--- src/rtl/call_stack.sv ---
// rtl/call_stack.sv - bounded LIFO for the recursive-evaluation datapath
//
// Holds saved flag, argument n and partial result words across recursive calls.
// The stack reports full/empty status and its occupancy, and raises sticky
// overflow/underflow flags so the controller can detect recursion that is too deep.
//
// Optional feature macro: CALL_STACK_HWM_EN adds the hwm high-water-mark output.
//
// Ports:
//   clk       rising-edge system clock
//   rst_n     synchronous active-low reset (sp and error flags only; memory kept)
//   push      write din onto the top of the stack
//   pop       remove the top entry
//   din       data to push (WIDTH bits)
//   dout      show-ahead top of stack, 0 when empty
//   clr_err   clear the sticky error flags (a same-cycle error event wins)
//   empty     count == 0
//   full      count == DEPTH
//   count     number of valid entries, 0..DEPTH (AW+1 bits)
//   overflow  sticky: a push was rejected while full
//   underflow sticky: a pop was rejected while empty
//   hwm       (CALL_STACK_HWM_EN only) highest count seen since reset

module call_stack #(
    parameter int WIDTH = 8,
    parameter int AW    = 4
) (
    input  logic             clk,
    input  logic             rst_n,
    input  logic             push,
    input  logic             pop,
    input  logic [WIDTH-1:0] din,
    output logic [WIDTH-1:0] dout,
    input  logic             clr_err,
    output logic             empty,
    output logic             full,
    output logic [AW:0]      count,
    output logic             overflow,
    output logic             underflow
`ifdef CALL_STACK_HWM_EN
    ,
    output logic [AW:0]      hwm
`endif
);

    localparam int DEPTH = 1 << AW;
    localparam logic [AW:0] SP_FULL = {1'b1, {AW{1'b0}}};
    localparam logic [AW:0] SP_ONE  = {{AW{1'b0}}, 1'b1};

    logic [WIDTH-1:0] mem [DEPTH];

    logic [AW:0]   sp;
    logic [AW:0]   sp_nxt;
    logic [AW:0]   sp_m1;
    logic          we;
    logic [AW-1:0] waddr;
    logic          ovf_set;
    logic          udf_set;

    assign sp_m1 = sp - SP_ONE;
    assign empty = (sp == '0);
    assign full  = (sp == SP_FULL);
    assign count = sp;

    // Show-ahead read; depends on state only, so push/pop never reach dout
    // combinationally.
    assign dout = empty ? '0 : mem[sp_m1[AW-1:0]];

    // Operation decode. Rejected operations leave sp and the memory untouched,
    // so sp never wraps.
    always_comb begin
        sp_nxt  = sp;
        we      = 1'b0;
        waddr   = sp[AW-1:0];
        ovf_set = 1'b0;
        udf_set = 1'b0;
        unique case ({push, pop})
            2'b10: begin
                if (!full) begin
                    we     = 1'b1;
                    waddr  = sp[AW-1:0];
                    sp_nxt = sp + SP_ONE;
                end else begin
                    ovf_set = 1'b1;
                end
            end
            2'b01: begin
                if (!empty) begin
                    sp_nxt = sp_m1;
                end else begin
                    udf_set = 1'b1;
                end
            end
            2'b11: begin
                if (!empty) begin
                    // Replace the top in place; this also works when full.
                    we    = 1'b1;
                    waddr = sp_m1[AW-1:0];
                end else begin
                    // The push half still happens; only the pop is rejected.
                    we      = 1'b1;
                    waddr   = '0;
                    sp_nxt  = SP_ONE;
                    udf_set = 1'b1;
                end
            end
            default: begin
                sp_nxt = sp;
            end
        endcase
    end

    // Storage is deliberately not reset, so it can map to distributed RAM.
    always_ff @(posedge clk) begin
        if (we) begin
            mem[waddr] <= din;
        end
    end

    always_ff @(posedge clk) begin
        if (!rst_n) begin
            sp        <= '0;
            overflow  <= 1'b0;
            underflow <= 1'b0;
        end else begin
            sp <= sp_nxt;
            // Setting takes precedence over clr_err in the same cycle.
            overflow  <= ovf_set | (overflow  & ~clr_err);
            underflow <= udf_set | (underflow & ~clr_err);
        end
    end

`ifdef CALL_STACK_HWM_EN
    always_ff @(posedge clk) begin
        if (!rst_n) begin
            hwm <= '0;
        end else if (sp_nxt > hwm) begin
            hwm <= sp_nxt;
        end
    end
`endif

endmodule

--- config.mk ---
export PLATFORM = sky130hd
export DESIGN_NAME = call_stack
export DESIGN_NICKNAME = d
export VERILOG_FILES = /design/src/rtl/call_stack.sv
export SDC_FILE = /design/constraint.sdc
export NUM_CORES = 1
export LEC_CHECK = 0
export ABC_AREA = 1
export CORE_MARGIN = 1.5
export CORE_UTILIZATION = 35
export CTS_BUF_LIST = sky130_fd_sc_hd__clkbuf_8
export CTS_CLUSTER_SIZE = 8
export DETAILED_ROUTE_END_ITERATION = 8
export GPL_ROUTABILITY_DRIVEN = 0
export REMOVE_ABC_BUFFERS = 1
export SLEW_MARGIN = 0
export SYNTH_ARGS = -nofsm -noshare
export SYNTH_HDL_FRONTEND = slang
export SYNTH_SLANG_ARGS = --single-unit
--- constraint.sdc ---
create_clock -name clk -period 5.2 [get_ports clk]
set_input_delay 0.52 -clock clk [delete_from_list [all_inputs] [get_ports clk]]
set_output_delay 0.52 -clock clk [all_outputs]
set_load 0.01 [all_outputs]
==> impl_metrics.yaml <==
outcome:
  outcome: "completed"
critical_path:
  cp-start-kind: "flip-flop"
  rrSetupSlack_ps: 1740
  path_class: "reg2out"
  critical-path-max-stage-delay_ps: 710
  critical_path_required_ps: 4680
  r2r_cells: 6
  reg2reg_to: "mem[4][1]"
  crit_slowest_cell: "clkinv_1"
  critPathArrivalTime_ps: 3690
  reg2reg_from: "count[0]"
  cp_max_fo: 36
  endpoint_kind: "output port"
  worstPathCellList: "inv_2 > ha_1 > clkinv_1 > nand3_1 > nand3_1 > nand2_1 > nor2_1 > nor2_1 > clkdlybuf4s50_1"
floorplanning:
  start_util_pct: 35.6
  rows: 47
  core_um2: 16500
  die_w_um: 133
  die_area_um2: 17600
  fp.dieH_um: 133
  boundaryPins: 30
power:
  power_mw: 3.03
  p_int_mw: 1.98
  clockPowerShare_pct: 26.3
  p_per_area_nw_per_um2: 453
  p_switching_mw: 1.05
  p_sw_share_pct: 34.6
  pwr-share-comb_pct: 31.4
  leakagePower_nw: 2.45
  peakVddDrop_mv: 0.175
  power_frac_seq_pct: 42.3
logic_synthesis:
  synth_area_um2: 5880
  synth_cell_types: 26
  avgSynthCellArea_um2: 10.6
  ys_ff_latch: 135
  ys_seq_area_share_pct: 67.8
  yosysWarnings: 0
  syn_inst: 556
finish:
  layout-drive-gt1-share_pct: 6.75
  diodes: 0
  area_growth_pct: 13.7
  final_net_count: 597
clock_tree:
  worstSkewPairLatency_ps: 440
  hold_buffers: 0
  clk_path_buf_depth: 2
  cts_buffers: 17
  clk_pin_slew_ps: 70
  clkSinkCount: 135
  cts-resized-gates: 0
  cts_tree: "yes"
  h-tree-depth: 4
  cts_setup_buffers: 0
  clock-root-buffer: "clkbuf_8"
routing:
  drtIter0Drc: 425
  route.detailed.drc: 0
  top_layer: "met4"
  met3WireLength_um: 906
  antenna_left: 0
  vias_per_cell: 5.10
  wl_met2_um: 6840
  wl_per_cell_um: 17.8
  dr.pass1.iters: 5
  routed_wl_um: 14500
  met1Wirelength_um: 6500
  via_count: 4143
hold_path:
  hold_path_end: "underflow"
  hp-class: "reg2reg"
  worstHoldPathCells: 2
  worstHoldStart: "underflow"
sta:
  period_share_pct: 80.9
  holdWs_ps: 471
  maxSlewHeadroom_pct: 38.9
  tightest_slew_ps: 911
  max_freq_mhz: 238
  finalHoldViolCount: 0
  drv_slew: 0
  period_needed_ps: 4210
  rsz0062_at_grt: "false"
  setup_viol: 0
  fin_skew_ps: 12.5
placed_design:
  dpl.hpwl_um: 8890
  io_buffers: 29
global_route:
  grt_pass1_wl_um: 22900
  grt_max_degree: 71
  grt_pass1_vias: 3991
  track_usage_pct: 17.4
  antenna_found_initial: 0
  overflow: 0
job:
  cap_violations: 0
final cells by class:
| cell class | count | area, µm² |
|---|---|---|
| clock buffers | 17 | 234 |
| clock inverters | 14 | 120 |
| fillers | 1601 | 9840 |
| inverters | 23 | 86.3 |
| multi-input cells | 372 | 1670 |
| flip-flops and latches | 135 | 3990 |
| well taps | 220 | 275 |
| repair buffers | 32 | 313 |
logic make-up (layout without fill, tap and decap cells):
kind of cell / Yosys count / in the layout / share of synthesized area (%)
and+or+nand+nor: 338 / 338 / 24.2
DFF: 135 / 135 / 67.8
buffers and inverters: 49 / 86 / 3.81
AOI/OAI and AO/OA: 28 / 28 / 2.66
adders and majority gates: 3 / 3 / 0.639
xor gates and xnor gates: 3 / 3 / 0.894
worst max-delay path by stage:
stage,start,to,depth (start not counted)
after CTS,count[0],dout[7],9
after global placement,count[0],dout[7],9
after global routing,count[0],dout[7],9
after floorplan,count[0],mem[13][0],6
final,count[0],dout[7],9
after detailed placement,count[0],dout[7],9
per-stage QoR:
stage	setup WS [ps]	instances	setup TNS, ps	instance area, µm²	utilization (%)
final	991	813	0	6690	40.5
after detailed placement	1570	782	0	6330	38.3
after floorplan	-510	530	-36060	5740	-
after global placement	1620	782	0	6330	38.3
after global routing	788	813	0	6690	40.5
after CTS	1030	813	0	6690	40.5
critical path, delay by kind of cell (launching register included):
kind / cells / cell delay, ps
adders and majority gates: 1 / 260
DFF: 1 / 330
buffers and inverters: 3 / 1750
and+or+nand+nor: 5 / 890
layer usage:
metal / vias up / track usage [%]
met2: 156 / 27.3
met3: 22 / 4.60
li1: 1951 / -
met4: 0 / 6.23
met5: - / 0
met1: 2014 / 23.3
synth_stat cells:
cell	count	area share, %
nand3_1	97	8.3
buf_2	11	0.94
buf_4	1	0.13
nand3_2	2	0.34
clkbuf_1	11	0.70
nand3b_1	2	0.26
nand4_1	2	0.21
nor2_4	1	0.19
inv_1	20	1.3
nor2_1	49	3.1
ha_1	3	0.64
nand2_1	184	12
o22ai_1	2	0.21
clkinv_1	1	0.064
xnor2_1	1	0.15
buf_6	3	0.57
a21oi_1	18	1.5
nand2_2	1	0.11
edfxtp_1	128	65
o21bai_1	1	0.13
a21oi_2	3	0.45
o21ai_0	4	0.34
inv_2	2	0.13
xnor2_2	1	0.28
xor2_4	1	0.47
dfxtp_1	7	2.4
placed cells by master, fill, tap and decap left out:
| master | n |
|---|---|
| nand2_1 | 184 |
| o21bai_1 | 1 |
| edfxtp_1 | 128 |
| o22ai_1 | 2 |
| nor2_4 | 1 |
| buf_4 | 3 |
| xnor2_1 | 1 |
| clkinv_2 | 2 |
| nand3_1 | 97 |
| ha_1 | 3 |
| nor2_1 | 49 |
| inv_1 | 22 |
| xor2_4 | 1 |
| xnor2_2 | 1 |
| a21oi_1 | 18 |
| nand3b_1 | 2 |
| nand3_2 | 2 |
| clkdlybuf4s50_1 | 29 |
| clkbuf_8 | 17 |
| clkinvlp_4 | 2 |
| bufinv_16 | 2 |
| nand2_2 | 1 |
| dfxtp_2 | 1 |
| clkinv_4 | 1 |
| a21oi_2 | 3 |
| o21ai_0 | 4 |
| inv_2 | 3 |
| nand4_1 | 2 |
| dfxtp_1 | 6 |
| clkinv_1 | 5 |
power groups by stage:
stage / Clock, mW / Combinational, mW / Sequential, mW
2_1_floorplan: 0 / 0.541 / 1.32
3_5_place_dp: 0 / 0.946 / 1.31
5_1_grt: 0.851 / 1.05 / 1.29
6_report: 0.797 / 0.951 / 1.28
4_1_cts: 0.811 / 0.951 / 1.28
3_3_place_gp: 0 / 0.940 / 1.30
state kept, by name, summed over array words and instances, names as in the netlist:
| name | cells |
|---|---|
| mem | 128 |
| count | 5 |
| overflow | 1 |
| underflow | 1 |
Note: power is estimated with default switching activity, not from simulation.
